**config.mk**
```make
export PLATFORM = sky130hd
export DESIGN_NAME = uart_rx_module
export DESIGN_NICKNAME = d
export VERILOG_FILES = /design/src/rtl/uart_pkg.sv /design/src/rtl/uart_bit_timer.sv /design/src/rtl/uart_rx_module.sv
export SDC_FILE = /design/constraint.sdc
export NUM_CORES = 1
export LEC_CHECK = 0
export ABC_CLOCK_PERIOD_IN_PS = 3100
export BUFFER_PORTS_ARGS = -buffer_cell sky130_fd_sc_hd__buf_2
export CORE_AREA = 2 2 79 81
export DETAILED_ROUTE_END_ITERATION = 6
export DIE_AREA = 0 0 81 83
export PLACE_DENSITY_LB_ADDON = 0.25
export SYNTH_ARGS = -nofsm -noshare
export SYNTH_HDL_FRONTEND = slang
export SYNTH_SLANG_ARGS = --single-unit
```
**constraint.sdc**
```tcl
create_clock -name clk -period 3.1 [get_ports clk]
set_input_delay 0.31 -clock clk [delete_from_list [all_inputs] [get_ports clk]]
set_output_delay 0.31 -clock clk [all_outputs]
set_load 0.03 [all_outputs]
```
**src/rtl/uart_pkg.sv**
```systemverilog
// Shared UART definitions: receiver states, line levels, default divisor and
// the LCD/ASCII byte constants used by both the screen transmitter and the receiver.
package uart_pkg;

  typedef enum logic [2:0] {
    IDLE   = 3'd0,
    START  = 3'd1,
    DATA   = 3'd2,
    PARITY = 3'd3,
    STOP   = 3'd4,
    BREAK  = 3'd5
  } rx_state_e;

  localparam logic START_BIT = 1'b0;
  localparam logic STOP_BIT  = 1'b1;

  localparam int CLKS_PER_BIT_DEFAULT = 5208;

  localparam logic [7:0] LCD_CMD_CLEAR  = 8'h01;
  localparam logic [7:0] LCD_CMD_HOME   = 8'h02;
  localparam logic [7:0] LCD_CMD_ON     = 8'h0C;
  localparam logic [7:0] ASCII_LF       = 8'h0A;
  localparam logic [7:0] ASCII_CR       = 8'h0D;
  localparam logic [7:0] ASCII_SPACE    = 8'h20;

  // XOR of all data bits; a matching even-parity bit makes the frame total 0.
  function automatic logic even_parity(input logic [7:0] data);
    return ^data;
  endfunction

endpackage

```
**src/rtl/uart_bit_timer.sv**
```systemverilog
// Bit-period divider: counts while clr is low and flags the half-bit and
// full-bit points; wraps to zero on the full-bit tick.
module uart_bit_timer
  import uart_pkg::*;
#(
  parameter int CLKS_PER_BIT = CLKS_PER_BIT_DEFAULT
) (
  input  logic clk,
  input  logic reset_n,
  input  logic clr,
  output logic half_tick,
  output logic full_tick
);

  localparam int W = $clog2(CLKS_PER_BIT);
  localparam logic [W-1:0] HALF_LAST = W'(CLKS_PER_BIT / 2 - 1);
  localparam logic [W-1:0] FULL_LAST = W'(CLKS_PER_BIT - 1);

  logic [W-1:0] cnt_r;
  logic [W-1:0] cnt_s;

  assign half_tick = (cnt_r == HALF_LAST);
  assign full_tick = (cnt_r == FULL_LAST);

  // Next divider value: cleared on request or at the end of a bit period.
  always_comb begin
    cnt_s = cnt_r;
    if (clr || full_tick) begin
      cnt_s = {W{1'b0}};
    end else begin
      cnt_s = cnt_r + W'(1);
    end
  end

  // Divider register.
  always_ff @(posedge clk or negedge reset_n) begin
    if (!reset_n) begin
      cnt_r <= {W{1'b0}};
    end else begin
      cnt_r <= cnt_s;
    end
  end

endmodule

```
**src/rtl/uart_rx_module.sv**
```systemverilog
// 8N1 UART receiver with one-entry holding register and valid/ready handshake.
// Define RX_PARITY_EN to add an even parity bit between data bit 7 and stop.
module uart_rx_module
  import uart_pkg::*;
#(
  parameter int CLKS_PER_BIT = CLKS_PER_BIT_DEFAULT,
  parameter int SYNC_STAGES  = 2
) (
  input  logic       clk,
  input  logic       reset_n,
  input  logic       inSerial,
  output logic [7:0] rxData,
  output logic       rxValid,
  input  logic       rxReady,
  output logic       frameErr,
  output logic       overrun,
  output logic       parityErr
);

  logic [SYNC_STAGES-1:0] sync_r;
  logic                   rx_s;
  rx_state_e              state_r, state_s;
  logic [2:0]             bit_idx_r, bit_idx_s;
  logic [7:0]             shift_r, shift_s;
  logic [7:0]             data_s;
  logic                   valid_s, frame_err_s, overrun_s, parity_err_s;
  logic                   parity_ok_s;
  logic                   half_tick_s, full_tick_s, clr_s;

  assign rx_s  = sync_r[SYNC_STAGES-1];
  assign clr_s = (state_r == IDLE) || (state_r == BREAK) ||
                 ((state_r == START) && half_tick_s);

  uart_bit_timer #(.CLKS_PER_BIT(CLKS_PER_BIT)) u_timer (
    .clk       (clk),
    .reset_n   (reset_n),
    .clr       (clr_s),
    .half_tick (half_tick_s),
    .full_tick (full_tick_s)
  );

`ifdef RX_PARITY_EN
  logic par_bit_r, par_bit_s;
  assign parity_ok_s = ~(even_parity(shift_r) ^ par_bit_r);
`else
  assign parity_ok_s = 1'b1;
`endif

  // Frame FSM next state, byte assembly, delivery and error pulses.
  always_comb begin
    state_s      = state_r;
    bit_idx_s    = bit_idx_r;
    shift_s      = shift_r;
    data_s       = rxData;
    frame_err_s  = 1'b0;
    overrun_s    = 1'b0;
    parity_err_s = 1'b0;
`ifdef RX_PARITY_EN
    par_bit_s    = par_bit_r;
`endif
    if (rxValid && rxReady) begin
      valid_s = 1'b0;
    end else begin
      valid_s = rxValid;
    end
    case (state_r)
      IDLE: begin
        if (rx_s == START_BIT) state_s = START;
        else                   state_s = IDLE;
      end
      START: begin
        if (half_tick_s) begin
          // A start bit gone high by mid-bit was only a glitch.
          if (rx_s == START_BIT) begin
            state_s   = DATA;
            bit_idx_s = 3'd0;
          end else begin
            state_s   = IDLE;
          end
        end else begin
          state_s = START;
        end
      end
      DATA: begin
        if (full_tick_s) begin
          shift_s[bit_idx_r] = rx_s;
          bit_idx_s          = bit_idx_r + 3'd1;
          if (bit_idx_r == 3'd7) begin
`ifdef RX_PARITY_EN
            state_s = PARITY;
`else
            state_s = STOP;
`endif
          end else begin
            state_s = DATA;
          end
        end else begin
          state_s = DATA;
        end
      end
`ifdef RX_PARITY_EN
      PARITY: begin
        if (full_tick_s) begin
          par_bit_s = rx_s;
          state_s   = STOP;
        end else begin
          state_s   = PARITY;
        end
      end
`endif
      STOP: begin
        if (full_tick_s) begin
          parity_err_s = ~parity_ok_s;
          if (rx_s == STOP_BIT) begin
            state_s = IDLE;
            if (!parity_ok_s) begin
              data_s = rxData;
            end else if (!rxValid || rxReady) begin
              data_s  = shift_r;
              valid_s = 1'b1;
            end else begin
              overrun_s = 1'b1;
            end
          end else begin
            frame_err_s = 1'b1;
            state_s     = BREAK;
          end
        end else begin
          state_s = STOP;
        end
      end
      BREAK: begin
        if (rx_s == STOP_BIT) state_s = IDLE;
        else                  state_s = BREAK;
      end
      default: state_s = IDLE;
    endcase
  end

  // Input synchronizer, FSM state and registered outputs.
  always_ff @(posedge clk or negedge reset_n) begin
    if (!reset_n) begin
      sync_r    <= {SYNC_STAGES{1'b1}};
      state_r   <= IDLE;
      bit_idx_r <= 3'd0;
      shift_r   <= 8'h00;
      rxData    <= 8'h00;
      rxValid   <= 1'b0;
      frameErr  <= 1'b0;
      overrun   <= 1'b0;
      parityErr <= 1'b0;
`ifdef RX_PARITY_EN
      par_bit_r <= 1'b0;
`endif
    end else begin
      sync_r    <= {sync_r[SYNC_STAGES-2:0], inSerial};
      state_r   <= state_s;
      bit_idx_r <= bit_idx_s;
      shift_r   <= shift_s;
      rxData    <= data_s;
      rxValid   <= valid_s;
      frameErr  <= frame_err_s;
      overrun   <= overrun_s;
      parityErr <= parity_err_s;
`ifdef RX_PARITY_EN
      par_bit_r <= par_bit_s;
`endif
    end
  end

endmodule

```
== Word level (Yosys, flattened, before mapping) ==
Cells that the tools add are included.

* Eq/ne operators: 10
* Add/subtract/negate cells: 2
* Mux-type cells: 28
* Reductions and logical operators: 13
* Order comparisons: 2

{| class="wikitable"
|+ Operators by type and width
! kind !! count
|-
| 2-to-1 mux 3 bit || 8
|-
| one-hot mux 3 bit (5 select lines) || 1
|-
| 2-to-1 mux 1 bit || 14
|-
| adder 13 x 1 -> 13 bit, second input constant || 1
|-
| == test 13 x 12 -> 1 bit, second input constant || 1
|-
| == test 13 bit, second input constant || 1
|-
| 2-to-1 mux 13 bit || 1
|-
| == test 3 bit, second input constant || 3
|-
| bitwise mux 8 bit || 1
|-
| AND reduction 4 bit || 2
|-
| one-hot mux 3 bit (2 select lines) || 1
|-
| logical OR 1 bit || 4
|-
| less-than comparator 3 x 4 -> 1 bit, second input constant || 1
|-
| inequality test 2 bit, second input constant || 2
|-
| adder 3 x 1 -> 3 bit, second input constant || 1
|-
| demux 1 bit (select 3 bit) || 1
|-
| == test 3 x 1 -> 1 bit, second input constant || 1
|-
| == test 3 x 2 -> 1 bit, second input constant || 1
|-
| greater-or-equal comparator 3 x 1 -> 1 bit, second input constant || 1
|-
| logical AND 1 bit || 3
|-
| logical NOT 3 bit || 1
|-
| 2-to-1 mux 2 bit || 1
|-
| inequality test 2 x 1 -> 1 bit, second input constant || 1
|-
| AND reduction 2 bit || 1
|-
| other kinds (2) || 2
|}

* Input bits: 4
* Logic and storage cells: 64
* Output and inout port bits: 12
* Register bits: 40

== Logic depth before layout (Yosys ltp) ==
* Depth after elaboration: 6
* Depth in mapped cells: 7
* Depth with buffers taken out: 5

== Modules after synthesis ==
Synthesis repeated with hierarchy kept, for this count alone.

* Cells, all modules: 163
* Area total of the unflattened synthesis: 1959.4 µm²

{| class="wikitable"
|+ By module, submodules not included
! module !! sequential area each (µm²) !! instances !! cells each !! area an instance (µm²)
|-
| uart_rx_module || 678.2 || 1 || 93 || 1260.0
|-
| uart_bit_timer || 325.3 || 1 || 70 || 699.4
|}

== Worst setup path before layout ==
No wires, ideal clock.

* Path type: register to register
* Start point: register u_timer.cnt_r[0]
* End point: register u_timer.cnt_r[8]
* Library setup time: 0.069 ns
* Data required time: 3.031 ns
* Path slack: 1.296 ns
* Buffers on the path: 2
* Arrival: 1.735 ns
* Clock period less this slack: 1.804 ns
* Cell stages (with the launch flop): 8
* Cells stage by stage: dfrtp_1 -> ha_1 -> and4bb_2 -> and3_1 -> buf_6 -> a211o_4 -> buf_8 -> nor2_2

* Cells in the longest elaborated chain, start to end: 5
* Elaborated cells on any way between the ends: 7
* Classes of those cells: 1 x add/sub; 2 x eq/ne; 1 x mux; 3 x reduce/logical

{| class="wikitable"
|+ RTL lines
! item !! line !! text
|-
| start, declared || uart_bit_timer.sv:19 || <nowiki>logic [W-1:0] cnt_r;</nowiki>
|-
| start signal, assigned || uart_bit_timer.sv:38 || <nowiki>cnt_r <= {W{1'b0}};</nowiki>
|-
| start signal, assigned || uart_bit_timer.sv:40 || <nowiki>cnt_r <= cnt_s;</nowiki>
|-
| parallel branches: the longest is 4 deep, another holds adder 13 x 1 -> 13 bit || n/a ||
|-
| 2-to-1 mux 13 bit (*) || uart_bit_timer.sv:28 || <nowiki>if (clr || full_tick) begin</nowiki>
|-
| net u_timer.cnt_s[8] || uart_bit_timer.sv:20 || <nowiki>logic [W-1:0] cnt_s;</nowiki>
|}

Mark *: on every way through the listed nets, which the timed path passes.
A chain may end at the register's enable or synchronous reset.

== Worst setup path in the final report ==
* Start point: register u_timer.cnt_r[0]
* End point: register shift_r[1]

* Cells in the longest elaborated chain, start to end: 2

{| class="wikitable"
|+ RTL lines
! item !! line !! text
|-
| == test 13 bit || uart_bit_timer.sv:23 || <nowiki>assign full_tick = (cnt_r == FULL_LAST);</nowiki>
|-
| AND reduction 2 bit (no source line) || n/a ||
|-
| end signal, assigned || uart_rx_module.sv:159 || <nowiki>shift_r <= shift_s;</nowiki>
|-
| end, declared || uart_rx_module.sv:24 || <nowiki>logic [7:0] shift_r, shift_s;</nowiki>
|}

Every way passes these cells.

==> impl_summary.txt <==
----------------------------------------------------
[Critical path]
  Largest fanout on the critical path ... 9
  Critical Path Start Type ... flip-flop
  Data arrival time at the worst-slack endpoint ... 2.18 ns
  Setup Crit Path Kind ... reg2reg
  Category of the worst setup path capture point ... flip-flop
  CP Data Required Time ... 3.28 ns

[Routing]
  Vias after detailed routing ... 1,286
  DRT antenna net count ... 0
  Routed wire per std cell ... 13.7 um
  Overall routed net length ... 3580 um
  Initial DRT Pass Iterations ... 5
  Vias/cell ... 4.93
  Number of design rule violations left after detail routing ... 0
  Drt first-iter violations ... 52

[Power]
  Leak pwr ... 0.965 nW
  Power per standard cell area ... 413 mW/mm2
  Portion of total power attributed to sequential cells ... 57.5%
  Combinational share of power ... 1.5%
  Reported net switching power ... 0.000186 W
  Relative contribution of the clock network to total power ... 41.0%
  Total internal power ... 0.000729 W
  Sw Share ... 20.4%
  Worst ir drop on vdd ... 0.244 mV

[Timing]
  Final setup violation count ... 0
  Final total negative setup slack ... 0 ns
  Worst clock skew ... 0.00387 ns
  Final period demand of the worst path ... 2.00 ns
  Share of the cycle needed by the critical path after routing ... 64.6%
  Remaining max-slew budget at the tightest pin ... 41.3%
  Total count of hold-check failures in the final report ... 0
  Worst-margin pin slew ... 0.881 ns
  Number of slew-limit violations in the final report ... 0
  Post-route setup slack ... 1.10 ns
  Max frequency ... 500 MHz
  RSZ-0062 raised after global routing ... no

[Die]
  Io pins ... 16
  Y dimension of the die ... 83 um
  Area of the die ... 0.00672 mm2
  Starting utilization of the core area ... 34.7%
  Core ar. ... 0.00582 mm2
  Horizontal die dimension ... 81 um
  Count of standard-cell rows ... 28

[Yosys]
  Main synth FF type ... dfrtp_1
  Distinct cell type count of the synthesized netlist ... 45
  Total of warnings raised by yosys ... 0
  Simple-gate share of the synthesized area ... 26.5%
  Combinational family with the most area after synthesis ... simple AND/OR/NAND/NOR gates
  Share of synthesized registers carrying an async set or reset ... 100%
  Synthesized area divided by synthesized cell count ... 11.7 um2
  Adder-cell area share of the yosys netlist ... 1.86%
  Flops & latches, synth ... 40
  Fraction of synthesized area in multiplexers ... 8.37%
  Cells after Synth ... 172
  Synth Area in Compound Gates ... 3.97%
  Fraction of the yosys area taken by sequential cells ... 49.8%
  Post-synth design cell area ... 0.00202 mm2
  Total nets after synthesis ... 179
  Count of flip-flops with a built-in enable after synthesis ... 0
  Xor and xnor fraction of the mapped netlist area ... 5.21%

[Clocking]
  H-tree levels ... 2
  TritonCTS Buffers ... 5
  Setup Fix Bufs, Post-CTS ... 0
  Insertion delay to the later sink of the worst-skew pair ... 0.29 ns
  Max Buffers Root-to-Sink ... 2
  TritonCTS Sinks ... 40
  Clock Root Buffer ... clkbuf_8
  Quantity of hold-fixing buffers added after cts ... 0
  CTS tree ... yes
  Count of instances resized after the clock tree is built ... 0
  Clock slew seen by the registers of the worst setup and hold paths ... 0.07 ns

[Global routing]
  Global-route wire length before repair ... 6470 um
  Number of global-route vias before repair ... 1,337
  Initial antenna violation count ... 0
  GR Util All Layers ... 12.2%
  Largest net degree at the start of global routing ... 41
  Total gr overflow ... 0

[Layout]
  Number of nets in the finished design ... 192
  Filler cell count in the final layout ... 604
  Layout overhead on the synthesized area ... 9.86%
  Final instance area ... 0.00222 mm2
  Fraction of layout cells with a size suffix above 1 ... 32.3%
  Diodes inserted ... 0
  Final cell count without fillers ... 261

[Min path]
  Kind of path behind the tightest hold check ... in2reg

[Status]
  Result of the run ... finished clean

[Placement]
  Final weighted congestion of routability-driven global placement ... 0.732
  Buffers on Ports ... 14
  Post-DP HPWL ... 2510 um
  Post-placement setup slack ... 1.10 ns
  Placement Cell Area ... 0.00212 mm2
  Placed cells ... 253

[Run]
  Number of max-cap violations ... 0

----------------------------------------------------
## cell families after synthesis
logic type / count (synthesis)
AO/OA/AOI/OAI: 11
XOR/XNOR: 12
adder cells (fa/ha/maj): 3
buffers and inverters: 13
flip-flops: 40
multiplexers: 15
other: 1
AND/OR/NAND/NOR: 77
## critical path, cell delays in order (launching register included)
cell      delay, ns
dfrtp_1        0.38
ha_1           0.25
and4bb_2       0.29
and3_1         0.38
and4b_1        0.26
mux2_2         0.33
## layout make-up
| type | count | area, um2 | area share (%) |
|---|---|---|---|
| Multi-Input combinational cell | 119 | 930 | 42.0 |
| Tap cell | 75 | 93.8 | 4.23 |
| Timing Repair Buffer | 14 | 70.1 | 3.16 |
| Inverter | 5 | 18.8 | 0.847 |
| Clock buffer | 8 | 100 | 4.52 |
| Sequential cell | 40 | 1000 | 45.3 |
## synthesized netlist by cell type (2+ instances only)
cell	number	area [um2]
and3_1	2	12.5
and4bb_2	3	37.5
buf_4	2	15.0
buf_6	2	22.5
clkbuf_1	2	7.51
dfrtp_1	38	951
dfstp_2	2	52.6
ha_1	3	37.5
inv_1	5	18.8
mux2_1	2	22.5
mux2_2	13	146
nand2_1	9	33.8
nand2b_1	4	25.0
nand3_1	6	30.0
nand4_1	7	43.8
nor2_1	9	33.8
nor2_2	10	62.6
nor3_1	8	40.0
nor3b_2	2	25.0
nor4_1	2	12.5
o21ai_0	6	30.0
or4b_4	2	27.5
xnor2_1	8	70.1
xor2_1	4	35.0
## path summary, 6_finish.rpt
kind,start,endpoint,slack [ns],cells past startpoint
min,inSerial,sync_r[0]$_DFF_PN1_,0.12,1
max,u_timer.cnt_r[0]$_DFF_PN0_,shift_r[1]$_DFFE_PN0P_,1.10,5
max reg2reg,u_timer.cnt_r[0]$_DFF_PN0_,shift_r[1]$_DFFE_PN0P_,1.10,5
max in group asynchronous,reset_n,shift_r[3]$_DFFE_PN0P_,2.40,1
min reg2reg,sync_r[0]$_DFF_PN1_,sync_r[1]$_DFF_PN1_,0.36,0
min in group asynchronous,reset_n,rxData[7]$_DFFE_PN0P_,0.13,1
## power groups by stage
stage | sequential [W] | clock (W) | combinational [W]
final | 0.000526 | 0.000375 | 0.0000139
after global routing | 0.000526 | 0.000417 | 0.0000172
after CTS | 0.000526 | 0.000391 | 0.0000151
after detailed placement | 0.000536 | 0 | 0.0000151
after global placement | 0.000536 | 0 | 0.0000151
after floorplan | 0.000534 | 0 | 0.00000470
## cells in the final DEF (no fill, tap or decap), types with 2 or more instances in the layout
master / synthesis / final
dfrtp_1: 38 / 38
buf_2: 1 / 14
mux2_2: 13 / 13
nor2_2: 10 / 10
nand2_1: 9 / 9
nor2_1: 9 / 9
nor3_1: 8 / 8
xnor2_1: 8 / 8
nand4_1: 7 / 7
clkbuf_8: 0 / 7
nand3_1: 6 / 6
o21ai_0: 6 / 6
inv_1: 5 / 5
xor2_1: 4 / 4
nand2b_1: 4 / 4
and4bb_2: 3 / 3
ha_1: 3 / 3
or4b_4: 2 / 2
and3_1: 2 / 2
nor3b_2: 2 / 2
nor4_1: 2 / 2
mux2_1: 2 / 2
dfstp_2: 2 / 2
## metrics by stage
stage | total power (W) | hold WS [ns] | util, %
finish | 0.000915 | 0.117 | 38.1
global route | 0.000961 | 0.106 | 38.1
CTS | 0.000932 | 0.111 | 38.1
detailed placement | 0.000552 | 0.348 | 36.4
global placement | 0.000551 | 0.348 | 36.4
floorplan | 0.000539 | 0.0144 | -
## registers in the layout, summed over array words and instances (netlist names)
register	cells
u_timer.cnt_r	13
rxData	8
shift_r	8
bit_idx_r	3
state_r	3
sync_r	2
frameErr	1
overrun	1
rxValid	1
## metal layers
layer  routed length, um  track usage [%]
met2                1680             17.8
met1                1720             16.9
met3                 110             3.48
met4                  63             5.24
met5                   0                0
Note: power is estimated with default switching activity, not from simulation.
